File: src/rtl/tama_pkg.sv
// Shared encodings for the pet status blocks: mood states, stat indices,
// and the dwell counter width.
package tama_pkg;

   typedef enum logic [2:0] {
      CONTENT = 3'd0,
      NEEDY   = 3'd1,
      SLEEPY  = 3'd2,
      SICK    = 3'd3,
      DEAD    = 3'd4
   } mood_t;

   localparam int unsigned HUNGER    = 0;
   localparam int unsigned HAPPINESS = 1;
   localparam int unsigned HEALTH    = 2;
   localparam int unsigned HYGIENE   = 3;
   localparam int unsigned ENERGY    = 4;
   localparam int unsigned SOCIAL    = 5;

   localparam int unsigned NUM_STATS = 6;

   // Wide enough for DWELL_CYCLES up to 2^27-1.
   localparam int unsigned DWELL_W = 27;

endpackage

File: src/rtl/pet_mood_stat_max6.sv
// Combinational max-and-index finder over six packed 4-bit levels;
// ties resolve to the lowest index.
module stat_max6
   import tama_pkg::*;
(
   input  logic [4*NUM_STATS-1:0] levels,
   output logic [3:0]             max_level,
   output logic [2:0]             max_index
);

   always_comb begin
      max_level = levels[3:0];
      max_index = '0;
      // Strict compare keeps the earlier index on ties.
      for (int unsigned i = 1; i < NUM_STATS; i++) begin
         if (levels[i*4 +: 4] > max_level) begin
            max_level = levels[i*4 +: 4];
            max_index = 3'(i);
         end
      end
   end

endmodule

File: src/rtl/pet_mood.sv
// Most-urgent-need finder, dwell-debounced mood FSM and sticky alert.
// Optional macro PET_DEATH_EN enables the absorbing DEAD mood.
module pet_mood
   import tama_pkg::*;
#(
   parameter int unsigned DWELL_CYCLES = 27_000_000,
   parameter int unsigned WARN_LEVEL   = 10,
   parameter int unsigned CRIT_LEVEL   = 14,
   parameter int unsigned SICK_COUNT   = 3
)
(
   input  logic       clk,
   input  logic       reset,
   input  logic [3:0] hunger,
   input  logic [3:0] happiness,
   input  logic [3:0] health,
   input  logic [3:0] hygiene,
   input  logic [3:0] energy,
   input  logic [3:0] social,
   input  logic       alert_ack,
   output logic [2:0] mood,
   output logic       mood_changed,
   output logic       alert,
   output logic [2:0] worst_stat,
   output logic [3:0] worst_level
);

   localparam logic [3:0]         WARN_L     = 4'(WARN_LEVEL);
   localparam logic [3:0]         CRIT_L     = 4'(CRIT_LEVEL);
   localparam logic [2:0]         SICK_N     = 3'(SICK_COUNT);
   localparam logic [DWELL_W-1:0] DWELL_LAST = DWELL_W'(DWELL_CYCLES - 1);

   logic [4*NUM_STATS-1:0] levels;
   logic [3:0]             max_level;
   logic [2:0]             max_index;
   logic [2:0]             crit_cnt_d;
   logic                   warn_any_d;

   logic [3:0] worst_level_q;
   logic [2:0] worst_stat_q;
   logic [2:0] crit_cnt_q;
   logic       warn_any_q;
   logic       health_crit_q;
   logic       energy_crit_q;
   logic       dead_q;

   mood_t              mood_q, mood_d, target, prev_target_q;
   logic [DWELL_W-1:0] cnt_q, cnt_d, run_cnt;
   logic               changed_d, changed_q;
   logic               alert_d, alert_q;
   logic               is_dead, go_dead, crit_rise, mood_set;

   assign levels = {social, energy, hygiene, health, happiness, hunger};

   stat_max6 u_stat_max6 (
      .levels    (levels),
      .max_level (max_level),
      .max_index (max_index)
   );

   always_comb begin
      crit_cnt_d = '0;
      warn_any_d = 1'b0;
      for (int unsigned i = 0; i < NUM_STATS; i++) begin
         if (levels[i*4 +: 4] >= CRIT_L) crit_cnt_d = crit_cnt_d + 3'd1;
         if (levels[i*4 +: 4] >= WARN_L) warn_any_d = 1'b1;
      end
   end

   always_ff @(posedge clk or posedge reset) begin
      if (reset) begin
         worst_level_q <= '0;
         worst_stat_q  <= '0;
         crit_cnt_q    <= '0;
         warn_any_q    <= 1'b0;
         health_crit_q <= 1'b0;
         energy_crit_q <= 1'b0;
         dead_q        <= 1'b0;
      end else begin
         worst_level_q <= max_level;
         worst_stat_q  <= max_index;
         crit_cnt_q    <= crit_cnt_d;
         warn_any_q    <= warn_any_d;
         health_crit_q <= (health >= CRIT_L);
         energy_crit_q <= (energy >= CRIT_L);
         dead_q        <= (health == 4'hF) && (hunger == 4'hF);
      end
   end

   always_comb begin
      target = CONTENT;
`ifdef PET_DEATH_EN
      if (dead_q)                                          target = DEAD;
      else if (health_crit_q || (crit_cnt_q >= SICK_N))    target = SICK;
`else
      if (health_crit_q || (crit_cnt_q >= SICK_N))         target = SICK;
`endif
      else if (energy_crit_q)                              target = SLEEPY;
      else if (warn_any_q)                                 target = NEEDY;
   end

`ifdef PET_DEATH_EN
   assign is_dead = (mood_q == DEAD);
   assign go_dead = (target == DEAD);
`else
   assign is_dead = 1'b0;
   assign go_dead = 1'b0;
`endif

   always_ff @(posedge clk or posedge reset) begin
      if (reset) begin
         mood_q        <= CONTENT;
         prev_target_q <= CONTENT;
         cnt_q         <= '0;
         changed_q     <= 1'b0;
         alert_q       <= 1'b0;
      end else begin
         mood_q        <= mood_d;
         prev_target_q <= target;
         cnt_q         <= cnt_d;
         changed_q     <= changed_d;
         alert_q       <= alert_d;
      end
   end

   // run_cnt is the stored count already cleared when target just changed,
   // so the first cycle of a new target counts as one dwell cycle.
   always_comb begin
      mood_d    = mood_q;
      cnt_d     = cnt_q;
      changed_d = 1'b0;
      run_cnt   = (target != prev_target_q) ? '0 : cnt_q;
      if (is_dead) begin
         cnt_d = '0;
      end else if (go_dead) begin
         mood_d    = DEAD;
         changed_d = 1'b1;
         cnt_d     = '0;
      end else if (target == mood_q) begin
         cnt_d = '0;
      end else if (run_cnt == DWELL_LAST) begin
         mood_d    = target;
         changed_d = 1'b1;
         cnt_d     = '0;
      end else begin
         cnt_d = run_cnt + 1'b1;
      end
   end

   always_comb begin
      crit_rise = (max_level >= CRIT_L) && (worst_level_q < CRIT_L);
      mood_set  = changed_d && ((mood_d == SICK) || (mood_d == DEAD));
      alert_d   = alert_q;
      if (alert_ack)                        alert_d = 1'b0;
      if (crit_rise || mood_set || is_dead) alert_d = 1'b1;
   end

   assign mood         = mood_q;
   assign mood_changed = changed_q;
   assign alert        = alert_q;
   assign worst_stat   = worst_stat_q;
   assign worst_level  = worst_level_q;

endmodule

File: config.mk
export PLATFORM = sky130hd
export DESIGN_NAME = pet_mood
export DESIGN_NICKNAME = d
export VERILOG_FILES = /design/src/rtl/tama_pkg.sv /design/src/rtl/pet_mood_stat_max6.sv /design/src/rtl/pet_mood.sv
export SDC_FILE = /design/constraint.sdc
export NUM_CORES = 1
export LEC_CHECK = 0
export CORE_MARGIN = 3
export CORE_UTILIZATION = 56
export CTS_CLUSTER_DIAMETER = 60
export DETAILED_ROUTE_END_ITERATION = 8
export PLACE_DENSITY = 0.78
export SKIP_LAST_GASP = 1
export SLEW_MARGIN = 20
export SYNTH_ARGS = -nofsm -noshare
export SYNTH_HDL_FRONTEND = slang
export SYNTH_SLANG_ARGS = --single-unit
File: constraint.sdc
create_clock -name clk -period 3.7 [get_ports clk]
set_input_delay 0.555 -clock clk [delete_from_list [all_inputs] [get_ports clk]]
set_output_delay 0.555 -clock clk [all_outputs]
set_load 0.1 [all_outputs]
# == Word level (Yosys, flattened, before mapping) ==
# Index checks and enable logic that the tools add are counted.
# Widths: inputs -> output; s select.
# word_totals
ff_bits,48
output_inout_bits,12
wordCells,82
# op_classes
n_addsub,6
magnitude_cmp,20
eq_ne,5
n_mux,34
n_reduce_logical,6
# ops
cell,n
$mux 27,3
$ge 4x4->1 const B,13
$add 27x1->27 const B,1
$eq 27x25->1 const B,1
$mux 3,9
$gt 4x4->1,5
$mux 4,5
$add 3x1->3 const B,5
$mux 1,13
$mux 2,4
$lt 4x4->1 const B,1
$eq 3x2->1 const B,1
$eq 3x3->1,1
$eq 3x3->1 const B,1
$ge 3x2->1 const B,1
$logic_or 1x1->1,3
$ne 3x3->1,1
$logic_and 1x1->1,2
$reduce_bool 2->1,1

# == Logic depth before layout (Yosys ltp) ==
# Gate-level depths: netlist of run 1.
# logic_depth
ltp_word,14
ltp_mapped,41
mapped_depth_nobuf,40

# == Modules after synthesis ==
# From an unflattened synthesis of run 1, not the netlist that was laid out.
# unflattened
cells_unflattened,368
area_unflattened_um2,3402.0
# by_module_without_submodules
mod,n_inst,cells_each,area_each_um2,seq_area_each_um2
pet_mood,1,239,2456.1,1176.1
stat_max6,1,129,945.9,0.0

# == Worst setup path before layout of run 1 ==
# OpenSTA, ideal clock, no wires.
# synth_path
path_kind,in2reg
startpoint,in hunger[3]
endpoint,"reg alert_q, in the netlist alert"
setup_ps,120
arrival_time_ps,7196
required_ps,3580
path_slack_ps,-3615
path_stages,33
n_path_buf,1
path_cell_list,inv_1 -> ha_1 -> and4_1 -> a21oi_1 -> mux2_2 -> ha_1 -> a21oi_1 -> and4_1 -> nor4_1 -> mux2_4 -> ha_1 -> a21oi_1 -> a32o_1 -> a211oi_4 -> o211ai_1 -> and2_2 -> ha_1 -> a21oi_1 -> a21oi_1 -> nand2_1 -> mux2_1 -> and2_4 -> buf_6 -> a31oi_1 -> inv_1 -> ha_1 -> nor2b_1 -> o21ai_0 -> nand2b_1 -> a21oi_1 -> a41o_2 -> mux2_4 -> a31o_1
# synth_between
elab_chain_cells,14
elab_cells_between_ends,15
cone_classes,order compare: 6; mux: 6; reduce/logical: 3
# synth_lines
element,line,source
from (decl),pet_mood.sv:14,"input logic [3:0] hunger,"
$gt 4x4->1,pet_mood_stat_max6.sv:16,if (levels[i*4 +: 4] > max_level) begin
$mux 4 *,pet_mood_stat_max6.sv:16,
$gt 4x4->1,pet_mood_stat_max6.sv:16,
$mux 4 *,pet_mood_stat_max6.sv:16,
$gt 4x4->1,pet_mood_stat_max6.sv:16,
$mux 4 *,pet_mood_stat_max6.sv:16,
$gt 4x4->1,pet_mood_stat_max6.sv:16,
$mux 4 *,pet_mood_stat_max6.sv:16,
$gt 4x4->1,pet_mood_stat_max6.sv:16,
$mux 4 *,pet_mood_stat_max6.sv:16,
net max_level[1],pet_mood.sv:34,logic [3:0] max_level;
$ge 4x4->1 *,pet_mood.sv:151,crit_rise = (max_level >= CRIT_L) && (worst_level_q < CRIT_L);
$logic_and 1x1->1 *,pet_mood.sv:151,
$logic_or 1x1->1 *,pet_mood.sv:155,if (crit_rise || mood_set || is_dead) alert_d = 1'b1;
$mux 1 or $reduce_bool 2->1 (tied branches),n/a,
to (signal assigned),pet_mood.sv:122,alert_q <= alert_d;
to (decl),pet_mood.sv:50,"logic alert_d, alert_q;"
# Mark *: on every way through the listed nets, which the timed path passes. The rest lies on a longest branch.
# A chain may end at the register's enable or synchronous reset.

# == Worst setup path after layout of run 1 ==
# layout_path
startpoint,in hunger[1]
endpoint,"reg alert_q, in the netlist alert"
# Same word-level chain as after synthesis.

==> results of run 1 <==
sequential cells by signal (all words and copies together), names as in the netlist:
register       cells
energy_crit_q      1
cnt_q             27
health_crit_q      1
mood_changed       1
prev_target_q      2
worst_stat         3
worst_level        4
alert              1
mood               3
crit_cnt_q         3
warn_any_q         1
layout make-up:
cell class                      count  area, sq um
Multi-Input combinational cell    270         2270
Sequential cell                    47         1176
Timing Repair Buffer              104        884.6
Fill cell                         266        673.1
Inverter                           31        128.9
Tap cell                           70        87.58
Clock buffer                        5        68.82
Clock inverter                      3        46.29
cells in the final DEF (no fill, tap or decap), types with 10 or more instances in the layout:
master            n
buf_4            62
xor2_1           16
ha_4             13
inv_1            23
ha_1             10
nor2_1           38
nand2_1          30
xnor2_1          18
o21ai_0          14
dfrtp_1          47
nand3_1          22
a21oi_2          11
clkdlybuf4s50_1  30
repair_timing:
item                       4_1_cts  5_1_grt
pin swaps                       26       18
buffers inserted                 5        4
setup endpoints to repair        8        8
resized for setup               54       21
layer usage:
layer,vias up,global-route usage (%),routed length (microns)
met3,24,3.947,307
met2,84,48.29,4529
li1,1444,-,-
met4,0,8.638,238
met5,-,0,0
met1,1450,30.35,3504
per-stage QoR:
| step | utilization, % | hold slack (ns) |
|---|---|---|
| global placement | 80.35 | 0.5044 |
| global route | 87.38 | 0.5845 |
| CTS | 84.85 | 0.5498 |
| finish | 87.38 | 0.5455 |
| floorplan | - | 0.4966 |
| detailed placement | 80.35 | 0.5247 |
worst paths after layout:
kind                                        to                     from  slack [ns]  cells after the start
max                          alert$_DFFE_PP0P_                hunger[1]       -3.32                     36
min                        cnt_q[15]$_DFF_PP0_      cnt_q[15]$_DFF_PP0_        0.55                      2
max reg2reg                cnt_q[11]$_DFF_PP0_  crit_cnt_q[1]$_DFF_PP0_        0.63                     12
min reg2reg                cnt_q[15]$_DFF_PP0_      cnt_q[15]$_DFF_PP0_        0.55                      2
max in group asynchronous    alert$_DFFE_PP0P_                    reset        2.32                      2
min in group asynchronous   cnt_q[5]$_DFF_PP0_                    reset        0.78                      2
worst max-delay path: cells and delay by family:
family | cells | cell delay, ns
compound gates | 19 | 3.49
fa+ha+maj | 5 | 1.34
simple gates | 7 | 0.98
mux | 2 | 0.68
buf+inv | 3 | 0.18
power by group through the flow:
stage                     combinational [mW]  sequential [mW]  clock (mW)
after floorplan                        0.703            0.912           0
after CTS                               1.53            0.608       0.392
after global routing                    1.89            0.615       0.410
after detailed placement                1.42            0.618           0
after global placement                  1.39            0.613           0
final                                   1.79            0.608       0.382
logic make-up after synthesis:
logic type / count (synthesis)
XOR/XNOR: 34
AO/OA/AOI/OAI: 65
multiplexers: 11
buffers and inverters: 37
flip-flops: 47
AND/OR/NAND/NOR: 137
adder cells (fa/ha/maj): 23
==> impl_metrics.yaml, run 1 <==
cells_and_area:
  fin_cells: 530
  nNetsFinal: 509
  diodes: 0
  fin_area_sq_mm: 0.004662
  drive_gt1_share_pct: 33.91
  syn_to_final_growth_pct: 45.38
global_route:
  grt_max_degree: 48
  grt_pass1_vias: 3089
  grt_usage_pct: 25.99
  grt_pass1_wl_mm: 13.57
  overflow: 0
  antenna_found_initial: 0
timing:
  fin_crit_ns: 7.024
  fin_ws_ns: -3.324
  relSlewSlack_pct: 32.62
  rsz0062_at_grt: "yes"
  tns_ns: -24.85
  finalCritPeriodShare_pct: 189.8
  setup_viol_count_final: 8
  drv_slew: 0
  fmax_ghz: 0.1424
  skew_ns: 0.01162
  worst_slew_pin_slew_ns: 1.008
  hold_viol_final: 0
route:
  vias: 3002
  drt-initial-drc-count: 93
  post_drt_wl_per_cell_microns: 16.19
  first_pass_iters: 4
  drcViolationCount: 0
  ant_nets: 0
  drt-total-wl_mm: 8.580
  vias_per_cell: 5.664
power:
  ir_drop_mv: 0.7363
  power_frac_seq_pct: 21.9
  total_power_mw: 2.779
  swShare_pct: 43.04
  powerDensity_mw_per_mm2: 596.1
  leakage_nw: 2.103
  p_sw_mw: 1.196
  p_int_mw: 1.583
  p_clk_share_pct: 13.8
  pwr-share-comb_pct: 64.4
synth:
  synth_top_area_cell: "dfrtp_1"
  synth_compound_gate_area_share_pct: 14.67
  seq_area_frac_synth_pct: 36.68
  synth_top_family_by_area: "simple AND/OR/NAND/NOR gates"
  synth-simple-area-share_pct: 21.42
  synthXorXnorAreaFrac_pct: 9.286
  synthAdderAreaFrac_pct: 8.974
  yosys_warnings: 0
  ys_ff_latch: 47
  syn_nets: 404
  synth_common_cells: "dfrtp_1, nor2_1, inv_1, nand2_1"
  synthTopCellsByArea: "dfrtp_1, ha_1, xnor2_1"
  synth.most_common_cell: "dfrtp_1"
  synth.area.mux_share_pct: 4.331
  synth_edf_count: 0
  netlist-cell-type-count: 57
  synth_top_area_share_pct: 36.68
  syn_avg_cell_area_sq_um: 9.059
  syn_area_sq_mm: 0.003207
  async_reset_ff_share_pct: 100.0
  synth_cells: 354
  synth-main-ff-cell: "dfrtp_1"
status:
  status: "finished, violations left"
  violations: "negative setup slack"
placed_design:
  placed_cell_area_sq_mm: 0.004287
  dp_hpwl_mm: 6.060
  place_inst: 513
  finalWeightedCongestion: 0.8514
  port_buffers: 38
  dp_slack_ns: -4.098
critical_path:
  crit_slowest_cell: "ha_1"
  path_class: "in2reg"
  arrival_ns: 7.21
  worstPathRequired_ns: 3.89
  crit_fanout: 6
  max_stage_delay_ns: 0.40
  end_kind: "register"
  startpoint_type: "input pin"
floorplan:
  dieHeight_microns: 81.68
  start_util_pct: 60.11
  dieWidth_microns: 81.68
  rows: 26
  core_area_sq_mm: 0.005335
  io_pins: 39
  dieArea_sq_mm: 0.006671
hold_path:
  worstHoldPathType: "reg2reg"
clocking:
  cts-root-buf: "clkbuf_8"
  path_clk_slew_ns: 0.09
  clkLatencyLatePin_ns: 0.31
  htreeDepth: 2
  cts_tree: "built"
  clk_path_buf_depth: 2
  hold_buffers: 0
  cts_buffers: 5
  clock-sinks: 47
flow_run:
  max_cap_violations: 0
Note: power is estimated with default switching activity, not from simulation.
==> run 2, diff against run 1 <==
Settings changed: CTS_CLUSTER_SIZE set to 12, HOLD_SLACK_MARGIN set to 0.1.
==> results of run 2 <==
The final DEF is identical to that of run 1; final timing and power are the same.
==> run 3, diff against run 2 <==
Settings changed: GPL_TIMING_DRIVEN set to 0.
==> impl_metrics.yaml, run 3 (synthesis gave the netlist of run 1 again) <==
critical_path:
  path_class: "in2reg"
  crit_fanout: 5
  worstPathRequired_ns: 3.90
  max_stage_delay_ns: 0.37
  end_kind: "register"
  arrival_ns: 7.12
  startpoint_type: "input pin"
  crit_slowest_cell: "o41ai_4"
cells_and_area:
  post-route-util_pct: 81.14
  syn_to_final_growth_pct: 35.00
  layout_common_cells: "dfrtp_1, nor2_1, clkdlybuf4s50_1"
  diodes: 0
  nNetsFinal: 468
  largest-register: "cnt_q"
  fin_cells: 489
  largest_register_ffs: 27
  fin_area_sq_mm: 0.004329
  mostFrequentLayoutCell: "dfrtp_1"
  drive_gt1_share_pct: 27.21
  n_fill_cell: 357
timing:
  fin_ws_ns: -3.222
  skew_ns: 0.006700
  rsz0062_at_grt: "yes"
  setup_viol_count_final: 8
  drv_slew: 0
  fin_crit_ns: 6.922
  hold_viol_final: 0
  relSlewSlack_pct: 34.54
  fmax_ghz: 0.1445
  finalCritPeriodShare_pct: 187.1
  worst_slew_pin_slew_ns: 0.9789
  whs_ns: 0.5319
status:
  violations: "negative setup slack"
  status: "finished, violations left"
route:
  vias: 2805
  ant_nets: 0
  vias_per_cell: 5.736
  drcViolationCount: 0
  first_pass_iters: 4
  post_drt_wl_per_cell_microns: 15.81
  drt-total-wl_mm: 7.731
  drt-initial-drc-count: 92
placed_design:
  dp_hpwl_mm: 5.492
  place_inst: 463
  dp_slack_ns: -4.543
  port_buffers: 38
  placed_cell_area_sq_mm: 0.003911
  finalWeightedCongestion: 0.8317
global_route:
  grt_use_met2_pct: 46.09
  use_met3_pct: 3.728
  grt_pass1_wl_mm: 12.70
  busiest_layer: "met2"
  overflow: 0
  grt_usage_pct: 24.45
  met1_usage_pct: 27.71
  grt_pass1_vias: 2916
  grt_max_degree: 28
  antenna_found_initial: 0
clocking:
  clock-sinks: 47
  path_clk_slew_ns: 0.09
  hold_buffers: 0
  cts_tree: "built"
  cts_buffers: 5
  clkLatencyLatePin_ns: 0.30
  cts-root-buf: "clkbuf_8"
  htreeDepth: 2
  clk_path_buf_depth: 2
floorplan:
  dieHeight_microns: 81.68
  dieArea_sq_mm: 0.006671
  io_pins: 39
  start_util_pct: 60.11
  core_area_sq_mm: 0.005335
  dieWidth_microns: 81.68
  rows: 26
hold_path:
  worstHoldPathType: "reg2reg"
power:
  powerDensity_mw_per_mm2: 592.2
  leakage_nw: 1.893
  ir_drop_mv: 0.6902
flow_run:
  max_cap_violations: 0
-- run 3: cell count changes in the layout (fill, tap and decap cells not counted), sizes merged --
cell	before	now
clkdlybuf4s15	2	0
buf	71	30
clkbuf	6	10
bufinv	1	0
inv	32	31
-- run 3: metrics by stage --
stage          setup TNS [ns]  total power [mW]
2_1_floorplan          -23.78             1.614
3_3_place_gp           -33.46             1.857
3_5_place_dp           -34.41             1.890
4_1_cts                -23.08             2.422
5_1_grt                -26.05             2.701
6_report               -24.36             2.564
-- run 3: final timing paths --
| path | startpoint | slack (ns) | cells after the start | endpoint |
|---|---|---|---|---|
| max | hunger[1] | -3.22 | 36 | alert$_DFFE_PP0P_ |
| min | mood[2]$_DFF_PP0_ | 0.53 | 1 | mood[2]$_DFF_PP0_ |
| max reg2reg | crit_cnt_q[1]$_DFF_PP0_ | 0.42 | 12 | cnt_q[24]$_DFF_PP0_ |
| min reg2reg | mood[2]$_DFF_PP0_ | 0.53 | 1 | mood[2]$_DFF_PP0_ |
| max in group asynchronous | reset | 2.60 | 3 | cnt_q[9]$_DFF_PP0_ |
| min in group asynchronous | reset | 0.59 | 2 | mood[2]$_DFF_PP0_ |
-- run 3: critical path, delay by kind of cell --
kind	cells	cell delay [ns]
AOI/OAI and AO/OA	19	3.29
adders and majority gates	5	1.39
and+or+nand+nor	5	0.78
muxes	2	0.62
buffers and inverters	5	0.46
-- run 3: power by group --
group	switching [mW]	internal, mW	leakage [nW]
Combinational	0.903	0.711	1.22
Clock	0.175	0.170	0.0505
Sequential	0.0267	0.578	0.621
Total	1.10	1.46	1.89
-- run 3: what timing repair did --
| item | CTS | global route |
|---|---|---|
| hold endpoints to repair | 0 | 0 |
| resized for setup | 62 | 23 |
| gates cloned | 0 | 0 |
| pin swaps | 26 | 4 |
| setup endpoints to repair | 8 | 28 |
| buffers inserted | 16 | 3 |
-- run 3: per-layer routing --
metal  up-vias  part of all wire (%)
li1       1360                     -
met1      1383                    41
met2        49                    54
met3        13                   3.0
met4         0                   1.8
met5         -                     0
-- run 3: layout make-up --
class	instances	area, sq um	area share (%)
clock inverter	1	7.507	0.1734
inverter	31	128.9	2.977
buffer	5	23.77	0.5491
multi-input combinational	270	2277	52.60
timing repair buffer	58	531.8	12.28
clock buffer	7	96.34	2.225
sequential	47	1176	27.17
tap	70	87.58	2.023
